$ cat config.mk
export PLATFORM = sky130hd
export DESIGN_NAME = area_bcd_formatter
export DESIGN_NICKNAME = d
export VERILOG_FILES = /design/src/rtl/area_bcd_formatter.sv
export SDC_FILE = /design/constraint.sdc
export NUM_CORES = 1
export LEC_CHECK = 0
export CAP_MARGIN = 20
export CORE_UTILIZATION = 52
export DETAILED_ROUTE_END_ITERATION = 10
export GPL_TIMING_DRIVEN = 1
export PLACE_DENSITY = 0.8
export SKIP_CTS_REPAIR_TIMING = 1
export SYNTH_ARGS = -nofsm -noshare
export SYNTH_HDL_FRONTEND = slang
export SYNTH_SLANG_ARGS = --single-unit
$ cat constraint.sdc
create_clock -name clk -period 1.56 [get_ports clk]
set_input_delay 0.156 -clock clk [delete_from_list [all_inputs] [get_ports clk]]
set_output_delay 0.156 -clock clk [all_outputs]
set_load 0.03 [all_outputs]
$ cat src/rtl/area_bcd_formatter.sv
// Converts the integer triangle area to BCD with a double-dabble sequencer and adds a tenths digit.
// Optional leading-zero blank mask output is enabled by defining AREA_BCD_BLANK_EN.
module area_bcd_formatter #(
    parameter int IN_W   = 10,
    parameter int DIGITS = 4
) (
    input  logic                  clk,
    input  logic                  rst,
    input  logic                  start,
    input  logic [IN_W-1:0]       q_area,
    input  logic [1:0]            r_area,
    output logic                  busy,
    output logic                  done,
    output logic [4*DIGITS-1:0]   bcd_int,
    output logic [3:0]            frac_digit
`ifdef AREA_BCD_BLANK_EN
    ,
    output logic [DIGITS-1:0]     blank
`endif
);

    localparam int BCD_W = 4 * DIGITS;
    localparam int CNT_W = $clog2(IN_W + 1);
    localparam logic [CNT_W-1:0] LAST_ITER = CNT_W'(IN_W - 1);

    typedef enum logic [1:0] {
        IDLE  = 2'd0,
        SHIFT = 2'd1,
        DONE  = 2'd2
    } state_t;

    state_t             state_r, state_s;
    logic [IN_W-1:0]    shift_r, shift_s;
    logic [BCD_W-1:0]   scratch_r, scratch_s, scratch_adj_s, bcd_int_s;
    logic [CNT_W-1:0]   cnt_r, cnt_s;
    logic               frac_r, frac_s;
    logic               busy_s, done_s;
    logic [3:0]         frac_digit_s;
    logic               unused_r_area_s;

    // Only bit0 of the remainder carries the half; bit1 is intentionally dropped.
    assign unused_r_area_s = r_area[1];

    function automatic logic [BCD_W-1:0] add3_nibbles(input logic [BCD_W-1:0] v);
        logic [BCD_W-1:0] r;
        r = v;
        for (int i = 0; i < DIGITS; i++) begin
            if (v[4*i +: 4] >= 4'd5) begin
                r[4*i +: 4] = v[4*i +: 4] + 4'd3;
            end else begin
                r[4*i +: 4] = v[4*i +: 4];
            end
        end
        return r;
    endfunction

`ifdef AREA_BCD_BLANK_EN
    logic [DIGITS-1:0] blank_s;

    function automatic logic [DIGITS-1:0] blank_mask(input logic [BCD_W-1:0] v);
        logic [DIGITS-1:0] m;
        logic              zero_above;
        m          = {DIGITS{1'b0}};
        zero_above = 1'b1;
        for (int i = DIGITS - 1; i >= 1; i--) begin
            zero_above = zero_above & (v[4*i +: 4] == 4'd0);
            m[i]       = zero_above;
        end
        m[0] = 1'b0;
        return m;
    endfunction
`endif

    // Next-state and datapath next values.
    always_comb begin
        state_s       = state_r;
        shift_s       = shift_r;
        scratch_s     = scratch_r;
        cnt_s         = cnt_r;
        frac_s        = frac_r;
        busy_s        = busy;
        done_s        = 1'b0;
        bcd_int_s     = bcd_int;
        frac_digit_s  = frac_digit;
        scratch_adj_s = add3_nibbles(scratch_r);
`ifdef AREA_BCD_BLANK_EN
        blank_s       = blank;
`endif
        case (state_r)
            IDLE, DONE: begin
                if (start) begin
                    shift_s   = q_area;
                    frac_s    = r_area[0];
                    scratch_s = {BCD_W{1'b0}};
                    cnt_s     = {CNT_W{1'b0}};
                    state_s   = SHIFT;
                    busy_s    = 1'b1;
                end else begin
                    state_s   = IDLE;
                    busy_s    = 1'b0;
                end
            end
            SHIFT: begin
                scratch_s = {scratch_adj_s[BCD_W-2:0], shift_r[IN_W-1]};
                shift_s   = {shift_r[IN_W-2:0], 1'b0};
                cnt_s     = cnt_r + CNT_W'(1);
                if (cnt_r == LAST_ITER) begin
                    state_s      = DONE;
                    busy_s       = 1'b0;
                    done_s       = 1'b1;
                    bcd_int_s    = scratch_s;
                    frac_digit_s = frac_r ? 4'd5 : 4'd0;
`ifdef AREA_BCD_BLANK_EN
                    blank_s      = blank_mask(scratch_s);
`endif
                end else begin
                    busy_s       = 1'b1;
                end
            end
            default: begin
                state_s = IDLE;
                busy_s  = 1'b0;
            end
        endcase
    end

    // State register.
    always_ff @(posedge clk) begin
        if (rst) begin
            state_r <= IDLE;
        end else begin
            state_r <= state_s;
        end
    end

    // Datapath and registered outputs.
    always_ff @(posedge clk) begin
        if (rst) begin
            shift_r    <= {IN_W{1'b0}};
            scratch_r  <= {BCD_W{1'b0}};
            cnt_r      <= {CNT_W{1'b0}};
            frac_r     <= 1'b0;
            busy       <= 1'b0;
            done       <= 1'b0;
            bcd_int    <= {BCD_W{1'b0}};
            frac_digit <= 4'd0;
`ifdef AREA_BCD_BLANK_EN
            blank      <= {{(DIGITS-1){1'b1}}, 1'b0};
`endif
        end else begin
            shift_r    <= shift_s;
            scratch_r  <= scratch_s;
            cnt_r      <= cnt_s;
            frac_r     <= frac_s;
            busy       <= busy_s;
            done       <= done_s;
            bcd_int    <= bcd_int_s;
            frac_digit <= frac_digit_s;
`ifdef AREA_BCD_BLANK_EN
            blank      <= blank_s;
`endif
        end
    end

endmodule

======== After elaboration in Yosys (flattened, before gate mapping) ========
Cells that the tools add are included.
operators by class
  add/sub/neg operators ................... 5
  multipliers ............................. 0
  divide/modulo/power cells ............... 0
  $lt $le $gt $ge ......................... 4
  equality and inequality tests ........... 5
  shifts and indexed selects .............. 0
  mux-type cells .......................... 18
  bitwise gates (word level) .............. 1
  reduce and logical (&&, ||, !) cells .... 7
operators with widths
  operator                                                                              number
  16-bit one-hot mux with 2 select lines                                                1
  10-bit one-hot mux with 2 select lines                                                1
  4-bit by 3-bit greater-or-equal comparator with 1-bit output (second input constant)  4
  16-bit two-way mux                                                                    1
  4-bit two-way mux                                                                     4
  4-bit by 2-bit adder with 4-bit output (second input constant)                        3
  10-bit two-way mux                                                                    1
  4-bit one-hot mux with 2 select lines                                                 1
  3-bit two-way mux                                                                     2
  2-bit AND reduction                                                                   3
  4-bit by 1-bit adder with 4-bit output (second input constant)                        1
  4-bit equality test (second input constant)                                           1
  1-bit two-way mux                                                                     4
  2-bit != test (second input constant)                                                 2
  2-bit one-hot mux with 2 select lines                                                 1
  2-bit OR reduction                                                                    2
  3-bit by 2-bit adder with 3-bit output (second input constant)                        1
  2-bit by 1-bit equality test with 1-bit output (second input constant)                1
  2-bit equality test (second input constant)                                           1
  2-bit zero test                                                                       1
  2-bit two-way mux                                                                     1
  1-bit one-hot mux with 2 select lines                                                 1
  2-bit nonzero test                                                                    1
  1-bit NOT                                                                             1
word-level totals
  flip-flop bits (word level) ............. 55
  bits in latches ......................... 0
  RAM bits ................................ 0
  ROM bits ................................ 0
  input bits .............................. 15
  output and inout bits ................... 22
  word-level logic and storage cells ...... 49
  memories ................................ 0

======== Logic depth before layout (Yosys ltp) ========
Gate-level depths: netlist of the first run.
  word-level depth ........................ 4
  depth in mapped cells ................... 7
  depth with buffers taken out ............ 7

======== Worst setup path after synthesis of the first run ========
No wires, ideal clock.
  kind .................................... reg2reg
  from .................................... register scratch_r[12]
  to ...................................... register bcd_int[14]
  setup time .............................. 75 ps
  data arrival time ....................... 1346 ps
  data required time ...................... 1485 ps
  slack ................................... 139 ps
  stages on the path, launching flop included .. 7
  path buffers ............................ 0
  period minus slack after synthesis ...... 1421 ps
  cell sequence ........................... dfxtp_1 inv_1 ha_1 nand2b_1 a21oi_1 mux2_2 o22ai_1
on the way
  cells in the longest elaborated chain, start to end .. 2
  elaborated cells on any way between the ends .. 3
  classes of those cells .................. add/sub (1); order compare (1); mux (1)
ends and longest elaborated chain
  what                                                                                                                    RTL line  source
  start: declaration                                                                                                      34        logic [BCD_W-1:0] scratch_r, scratch_s, scratch_adj_s, bcd_int_s;
  start signal: assignment                                                                                                140       scratch_r <= {BCD_W{1'b0}};
  start signal: assignment                                                                                                152       scratch_r <= scratch_s;
  4-bit by 3-bit greater-or-equal comparator with 1-bit output or 3-bit by 2-bit adder with 3-bit output (tied branches)  48, 49
  3-bit two-way mux *                                                                                                     48        if (v[4*i +: 4] >= 4'd5) begin
  end signal: assignment                                                                                                  145       bcd_int <= {BCD_W{1'b0}};
  end signal: assignment                                                                                                  157       bcd_int <= bcd_int_s;
  end: declaration                                                                                                        14        output logic [4*DIGITS-1:0] bcd_int,
Mark *: on every way between the ends. The rest lies on a longest branch, timed or not.
A chain may end at the register's enable or synchronous reset.

======== Worst setup path after layout of the first run ========
  from .................................... register scratch_r[9]
  to ...................................... register scratch_r[10]
on the way
  cells in the longest elaborated chain, start to end .. 3
  elaborated cells on any way between the ends .. 4
  classes of those cells .................. add/sub (1); order compare (1); mux (2)
ends and longest elaborated chain
  what                                                                                                                    RTL line  source
  4-bit by 2-bit adder with 4-bit output or 4-bit by 3-bit greater-or-equal comparator with 1-bit output (tied branches)  49, 48
  4-bit two-way mux *                                                                                                     48
  16-bit one-hot mux with 2 select lines *                                                                                89        case (state_r)
Marked as above.

==> qor.yml, run 1 <==
synthesis:
  syn_inst: 254
  synth-simple-area-share: 0.181
  synth_common_cells: "dfxtp_1 (52), a21oi_1 (24), nand2_1 (22)"
  yosysTopAreaCellShare: 0.459
  synthTopCellsByArea: "dfxtp_1 (46%), ha_1 (5.5%), a21oi_1 (5.3%)"
  synth_top_family_by_area: "compound AO/OA/AOI/OAI gates"
  yosys_most_used_dff: "dfxtp_1"
  synth_area_mm2: 0.00227
  yosysWarningCount: 0
  synthAdderAreaFrac: 0.0552
  yosys.area.top_type: "dfxtp_1"
  synthArstFlopShare: 0
  synth_edf_count: 0
  synth_compound_area_frac: 0.197
  synth_cell_types: 34
  yosysMostFrequentCell: "dfxtp_1"
  ys_seq_elements: 52
  synthMuxAreaShare: 0.0270
  synth_xor_xnor_area_share: 0.0154
  syn_area_per_cell_um2: 8.93
  synth.yosys.seq_area_share: 0.459
floorplan:
  core_area_mm2: 0.00409
  start_util: 0.555
  placementRows: 23
  die_area_mm2: 0.00463
  die_h_um: 68.1
  ios: 37
  die_x_um: 68.1
run_status:
  status: "completed"
power_and_ir_drop:
  ir_worst_vdd_mv: 0.476
  leakagePower_nw: 1.12
  power_mw: 2.30
  p_per_area_mw_per_mm2: 822
finish:
  area_delta_synth_final_pct: 23.4
  fillCellCount: 341
  antenna_cells: 0
  finalNetCount: 321
  final_cell_area_mm2: 0.00280
  multi_input_area_mm2: 0.00111
  drive_gt1_frac: 0.125
  regArea_mm2: 0.00104
timing:
  period_needed_ns: 1.50
  skew_ns: 0.00305
  setup_violations: 0
  final_max_slew_viol_count: 0
  finalCritPeriodShare: 0.959
  finalHoldViolations: 0
  fmax_ghz: 0.669
clock_network:
  cts_tree: "built"
  clk_path_buf_depth: 2
  cts_root_buf: "clkbuf_8"
  cts-buffers-inserted: 5
  clkLatencyLatePin_ns: 0.30
  clock_sinks: 52
  htree_num_levels: 2
  clkSlewWorstSetupHoldPaths_ns: 0.08
route:
  vias: 1898
  ant_nets: 0
  post_drt_via_cell_ratio: 5.49
  dr.pass1.iters: 4
  wire_per_inst_um: 13.5
  drt_iter0_markers: 111
  drcViolationCount: 0
  finalWirelength_um: 4660
global_route:
  grt_pass1_wl_um: 7890
  grt_pass1_vias: 1732
  grt_overflow_total: 0
  grt_max_degree: 15
  antenna_found_initial: 0
  grtUsageTotal: 0.228
placement:
  place_congestion: 0.812
  port_buffers: 33
  dpl_cell_area_mm2: 0.00270
  dpl.hpwl_um: 3390
worst_setup_path:
  critical_path.top_delay_family: "compound AO/OA/AOI/OAI gates"
  cp_max_fo: 3
  cp.required_ns: 1.76
  cp_slowest_cell: "dfxtp_1"
  cp-start-kind: "flop"
  endpoint_kind: "flop"
  critPathBufInv: 1
  worstPathCellList: "inv_1 > ha_1 > nand2b_1 > a21o_1 > mux2i_2 > a22o_1"
  max_stage_delay_ns: 0.37
  critPathArrivalTime_ns: 1.69
  worstSetupPathType: "flop to flop"
min_path:
  worstHoldPathType: "flop to flop"
job:
  max_cap_viol_count: 0
==> cell usage in the layout, fill, tap and decap left out, types with 2 or more instances in the layout <==
master           netlist  routed
nor2_2                 2       2
a21oi_1               24      23
nand2b_1               5       5
and3_1                 5       5
nand3_1                4       4
nand2_1               22      22
xnor2_1                4       4
inv_1                 12      12
a22o_1                 6       6
clkdlybuf4s50_1        0      33
o21ai_0               12      12
nor2_1                20      20
a22oi_1               11      11
a211oi_1               7       7
mux2i_1                5       4
conb_1                 1       2
o22ai_1                2       2
nor3b_1                8       7
dfxtp_2                0       2
clkbuf_8               0       5
a21o_1                 9       9
buf_4                  3      17
nor3_1                 8       8
ha_1                  10       9
dfxtp_1               52      50
==> final cells by class <==
cell class,instances,area share
clock buffers,6,0.0259
multi-input cells,174,0.396
clock inverters,1,0.00179
well taps,50,0.0223
repair buffers,50,0.164
flip-flops and latches,52,0.373
inverters,13,0.0174
==> power by group <==
part | internal (mW) | switching [mW]
registers | 1.35 | 0.0152
clock network | 0.306 | 0.403
logic | 0.0997 | 0.123
total | 1.76 | 0.541
==> worst paths after layout <==
| check | from | endpoint | slack (ns) | cells after the start |
|---|---|---|---|---|
| max reg2reg | scratch_r[9] | scratch_r[10] | 0.06 | 6 |
| min | scratch_r[13] | scratch_r[13] | 0.46 | 2 |
| max | scratch_r[9] | scratch_r[10] | 0.06 | 6 |
| min reg2reg | scratch_r[13] | scratch_r[13] | 0.46 | 2 |
==> flip-flops by register name, indices dropped and copies added (netlist names) <==
signal      cells
state_r         2
done            1
frac_r          1
scratch_r      16
bcd_int        16
shift_r        10
busy            1
cnt_r           4
frac_digit      1
==> through the flow <==
| step | hold slack, ns | instances | setup TNS [ns] | util | setup WS (ns) |
|---|---|---|---|---|---|
| finish | 0.461 | 346 | 0 | 0.685 | 0.0644 |
| global route | 0.477 | 346 | -0.0724 | 0.685 | -0.0402 |
| CTS | 0.465 | 346 | 0 | 0.679 | 0.0302 |
| detailed placement | 0.446 | 339 | -0.360 | 0.660 | -0.0747 |
| global placement | 0.443 | 339 | -0.288 | 0.660 | -0.0438 |
| floorplan | 0.303 | 255 | 0 | - | 0.139 |
==> kinds of logic (layout without fill, tap and decap cells) <==
family / count (synthesis) / count (layout)
AOI/OAI and AO/OA: 71 / 71
xor gates and xnor gates: 4 / 4
adders and majority gates: 10 / 10
buffers and inverters: 29 / 70
DFF: 52 / 52
muxes: 6 / 6
other: 1 / 2
and+or+nand+nor: 81 / 81
==> per-layer routing <==
| metal | track usage | share of wire | vias up |
|---|---|---|---|
| li1 | - | - | 961 |
| met1 | 0.300 | 0.47 | 905 |
| met2 | 0.371 | 0.49 | 22 |
| met3 | 0.0400 | 0.021 | 10 |
| met4 | 0.0833 | 0.017 | 0 |
| met5 | 0 | 0 | - |
==> worst min-delay path: cells and delay by family, from the launching register on <==
kind / cells / cell delay, ns
AO/OA/AOI/OAI: 1 / 0.05
flip-flops: 1 / 0.34
AND/OR/NAND/NOR: 1 / 0.04
No activity file was read; power rests on OpenSTA's default activity.
==> run 2: changes to the inputs <==
--- a/config.mk
+++ b/config.mk
@@ -11,6 +11,7 @@
 export GPL_TIMING_DRIVEN = 1
 export PLACE_DENSITY = 0.8
 export SKIP_CTS_REPAIR_TIMING = 1
+export SKIP_LAST_GASP = 1
 export SYNTH_ARGS = -nofsm -noshare
 export SYNTH_HDL_FRONTEND = slang
 export SYNTH_SLANG_ARGS = --single-unit
==> results of run 2 <==
Final layout, timing and power as in run 1 (identical DEF).
==> run 3: changes to the inputs <==
--- a/config.mk
+++ b/config.mk
@@ -6,10 +6,12 @@
 export NUM_CORES = 1
 export LEC_CHECK = 0
 export CAP_MARGIN = 20
+export CORE_MARGIN = 2
 export CORE_UTILIZATION = 52
 export DETAILED_ROUTE_END_ITERATION = 10
 export GPL_TIMING_DRIVEN = 1
 export PLACE_DENSITY = 0.8
+export SETUP_SLACK_MARGIN = 0.4
 export SKIP_CTS_REPAIR_TIMING = 1
 export SKIP_LAST_GASP = 1
 export SYNTH_ARGS = -nofsm -noshare
==> run 3 against run 2 <==
Compared with the run above: global-route usage down 1.3 points; fmax down 2.1%; register-to-register slack worse by 0.03 ns; clock-buffer cell count is 1 higher; combinational power grew 68%; flip-flop and latch count is the same; sequential share of layout area down 7.1 points; die area grew 6.0%; largest power group unchanged; setup slack worse by 0.032 ns; largest cell class unchanged.
==> qor.yml, run 3 (same netlist as run 1, synthesis figures left out) <==
run_status:
  status: "completed"
finish:
  area_delta_synth_final_pct: 57.2
  reg_top3: "bcd_int: 16 flops, scratch_r: 16 flops, shift_r: 10 flops"
  antenna_cells: 0  # unchanged
  fillCellCount: 235  # -31%
  drive_gt1_frac: 0.484  # +0.359
  final_common_cell: "dfxtp_1"
  final_util: 0.836  # +0.151
  finalNetCount: 340  # +5.9%
  final_cell_mix: "dfxtp_1 (38), buf_4 (22), dlymetal6s2s_1 (18)"
  final_cell_area_mm2: 0.00357  # +27%
  instances_no_fill: 368  # +6.4%
worst_setup_path:
  cp_max_fo: 6  # +3
  critPathBufInv: 1  # unchanged
  worstPathCellList: "inv_4 > ha_4 > nand3b_1 > or2_4 > and3_4 > a21o_1"
  cp_slowest_cell: "dfxtp_4"
  max_stage_delay_ns: 0.37  # about the same
  rr_worst_depth: 6  # unchanged
  r2r-end: "bcd_int[10]"
  endpoint_kind: "flop"
  critical_path.top_delay_family: "simple AND/OR/NAND/NOR gates"
  cp.required_ns: 1.77  # about the same
  cp-start-kind: "flop"
  worstSetupPathType: "flop to flop"
  critPathArrivalTime_ns: 1.74  # +0.05 ns
  r2r_slack_ns: 0.03  # -0.03 ns
  r2r_start: "cnt_r[1]"
timing:
  skew_ns: 0.0123  # +0.00929 ns
  period_needed_ns: 1.53  # +0.0316 ns
  finalHoldViolations: 0  # unchanged
  finalCritPeriodShare: 0.979  # +0.0202
  final_max_slew_viol_count: 0  # unchanged
  setup_violations: 0  # unchanged
  fmax_ghz: 0.655  # -2.1%
  worst_slack_ns: 0.0328  # -0.0316 ns
  rsz0062_at_grt: "yes"
floorplan:
  placementRows: 24  # +4.3%
  start_util: 0.532  # -0.0231
  die_area_mm2: 0.00491  # +6.0%
  ios: 37  # unchanged
  die_h_um: 70.1  # +2.9%
  die_x_um: 70.1  # +2.9%
  core_area_mm2: 0.00426  # +4.3%
global_route:
  grt_max_degree: 18  # +3
  gr-usage-met2: 0.368  # -0.00307
  grt_pass1_vias: 1832  # +5.8%
  antenna_found_initial: 0  # unchanged
  busiest_layer: "met2"
  grtUsageMet1: 0.269  # -0.0315
  grtUsageTotal: 0.216  # -0.0125
  grt_overflow_total: 0  # unchanged
  grt_pass1_wl_um: 8370  # +6.0%
  met3_usage: 0.0433  # +0.00329
min_path:
  worstHoldStart: "rst"
  hold_path_end: "frac_r"
  worstHoldPathType: "primary input to flop"
  holdPathStages: 3  # +1
route:
  post_drt_via_cell_ratio: 5.85  # +6.6%
  vias: 2152  # +13%
  drcViolationCount: 0  # unchanged
  drt_iter0_markers: 135  # +22%
  dr.pass1.iters: 4  # unchanged
  finalWirelength_um: 7000  # +50%
  ant_nets: 0  # unchanged
  wire_per_inst_um: 19.0  # +41%
power_and_ir_drop:
  leakagePower_nw: 1.68  # +50%
  power_mw: 2.52  # +9.3%
  p_per_area_mw_per_mm2: 705  # -14%
  ir_worst_vdd_mv: 0.417  # -12%
placement:
  place_congestion: 0.793  # -2.4%
  port_buffers: 33  # unchanged
  dpl.hpwl_um: 3420  # +0.88%
  dp_slack_ns: -0.224  # -0.149 ns
  dpl_cell_area_mm2: 0.00283  # +4.8%
  placed_cells: 335  # -1.2%
clock_network:
  htree_num_levels: 2  # unchanged
  cts-buffers-inserted: 5  # unchanged
  cts_root_buf: "clkbuf_8"
  clock_sinks: 52  # unchanged
  clkSlewWorstSetupHoldPaths_ns: 0.09  # about the same
  clk_path_buf_depth: 2  # unchanged
  cts_tree: "built"
  clkLatencyLatePin_ns: 0.32  # +0.02 ns
job:
  max_cap_viol_count: 0  # unchanged
run 3: layer usage:
| layer | vias up | wire (µm) |
|---|---|---|
| met5 | - | 0 |
| met4 | 0 | 238 |
| met3 | 21 | 372 |
| met2 | 78 | 3590 |
| met1 | 1047 | 2810 |
| li1 | 1006 | - |
run 3: per-stage QoR:
step	setup TNS, ns	hold slack, ns
after detailed placement	-3.02	0.447
after global placement	-1.42	0.439
after CTS	-0.117	0.459
final	0	0.344
after floorplan	0	0.303
after global routing	-0.0168	0.374
run 3: final cells by class:
cell class / count / area, µm² / area share
Clock inverter: 1 / 5.00 / 0.00140
Inverter: 13 / 70.1 / 0.0196
Sequential cell: 52 / 1080 / 0.302
Timing Repair Buffer: 68 / 723 / 0.203
Multi-Input combinational cell: 175 / 1550 / 0.435
Tap cell: 52 / 65.1 / 0.0182
Clock buffer: 7 / 76.3 / 0.0214
run 3: how the worst max path moves through the flow:
stage | from | endpoint | cells past startpoint
4_1_cts | state_r[1] | scratch_r[3] | 4
6_report | cnt_r[1] | bcd_int[10] | 6
5_1_grt | cnt_r[1] | bcd_int[10] | 6
3_5_place_dp | start | scratch_r[3] | 5
2_1_floorplan | cnt_r[1] | bcd_int[10] | 7
3_3_place_gp | start | scratch_r[15] | 5
run 3: report_power, final:
group          internal, mW  total [mW]  switching [mW]
Combinational         0.184       0.374           0.189
Clock                 0.316       0.764           0.448
Sequential             1.35        1.38          0.0313
run 3: worst reg2reg max path: stages (launching register included):
cell,delay (ns)
dfxtp_4,0.37
inv_4,0.06
ha_4,0.11
nand3b_1,0.20
or2_4,0.37
and3_4,0.16
a21o_1,0.14
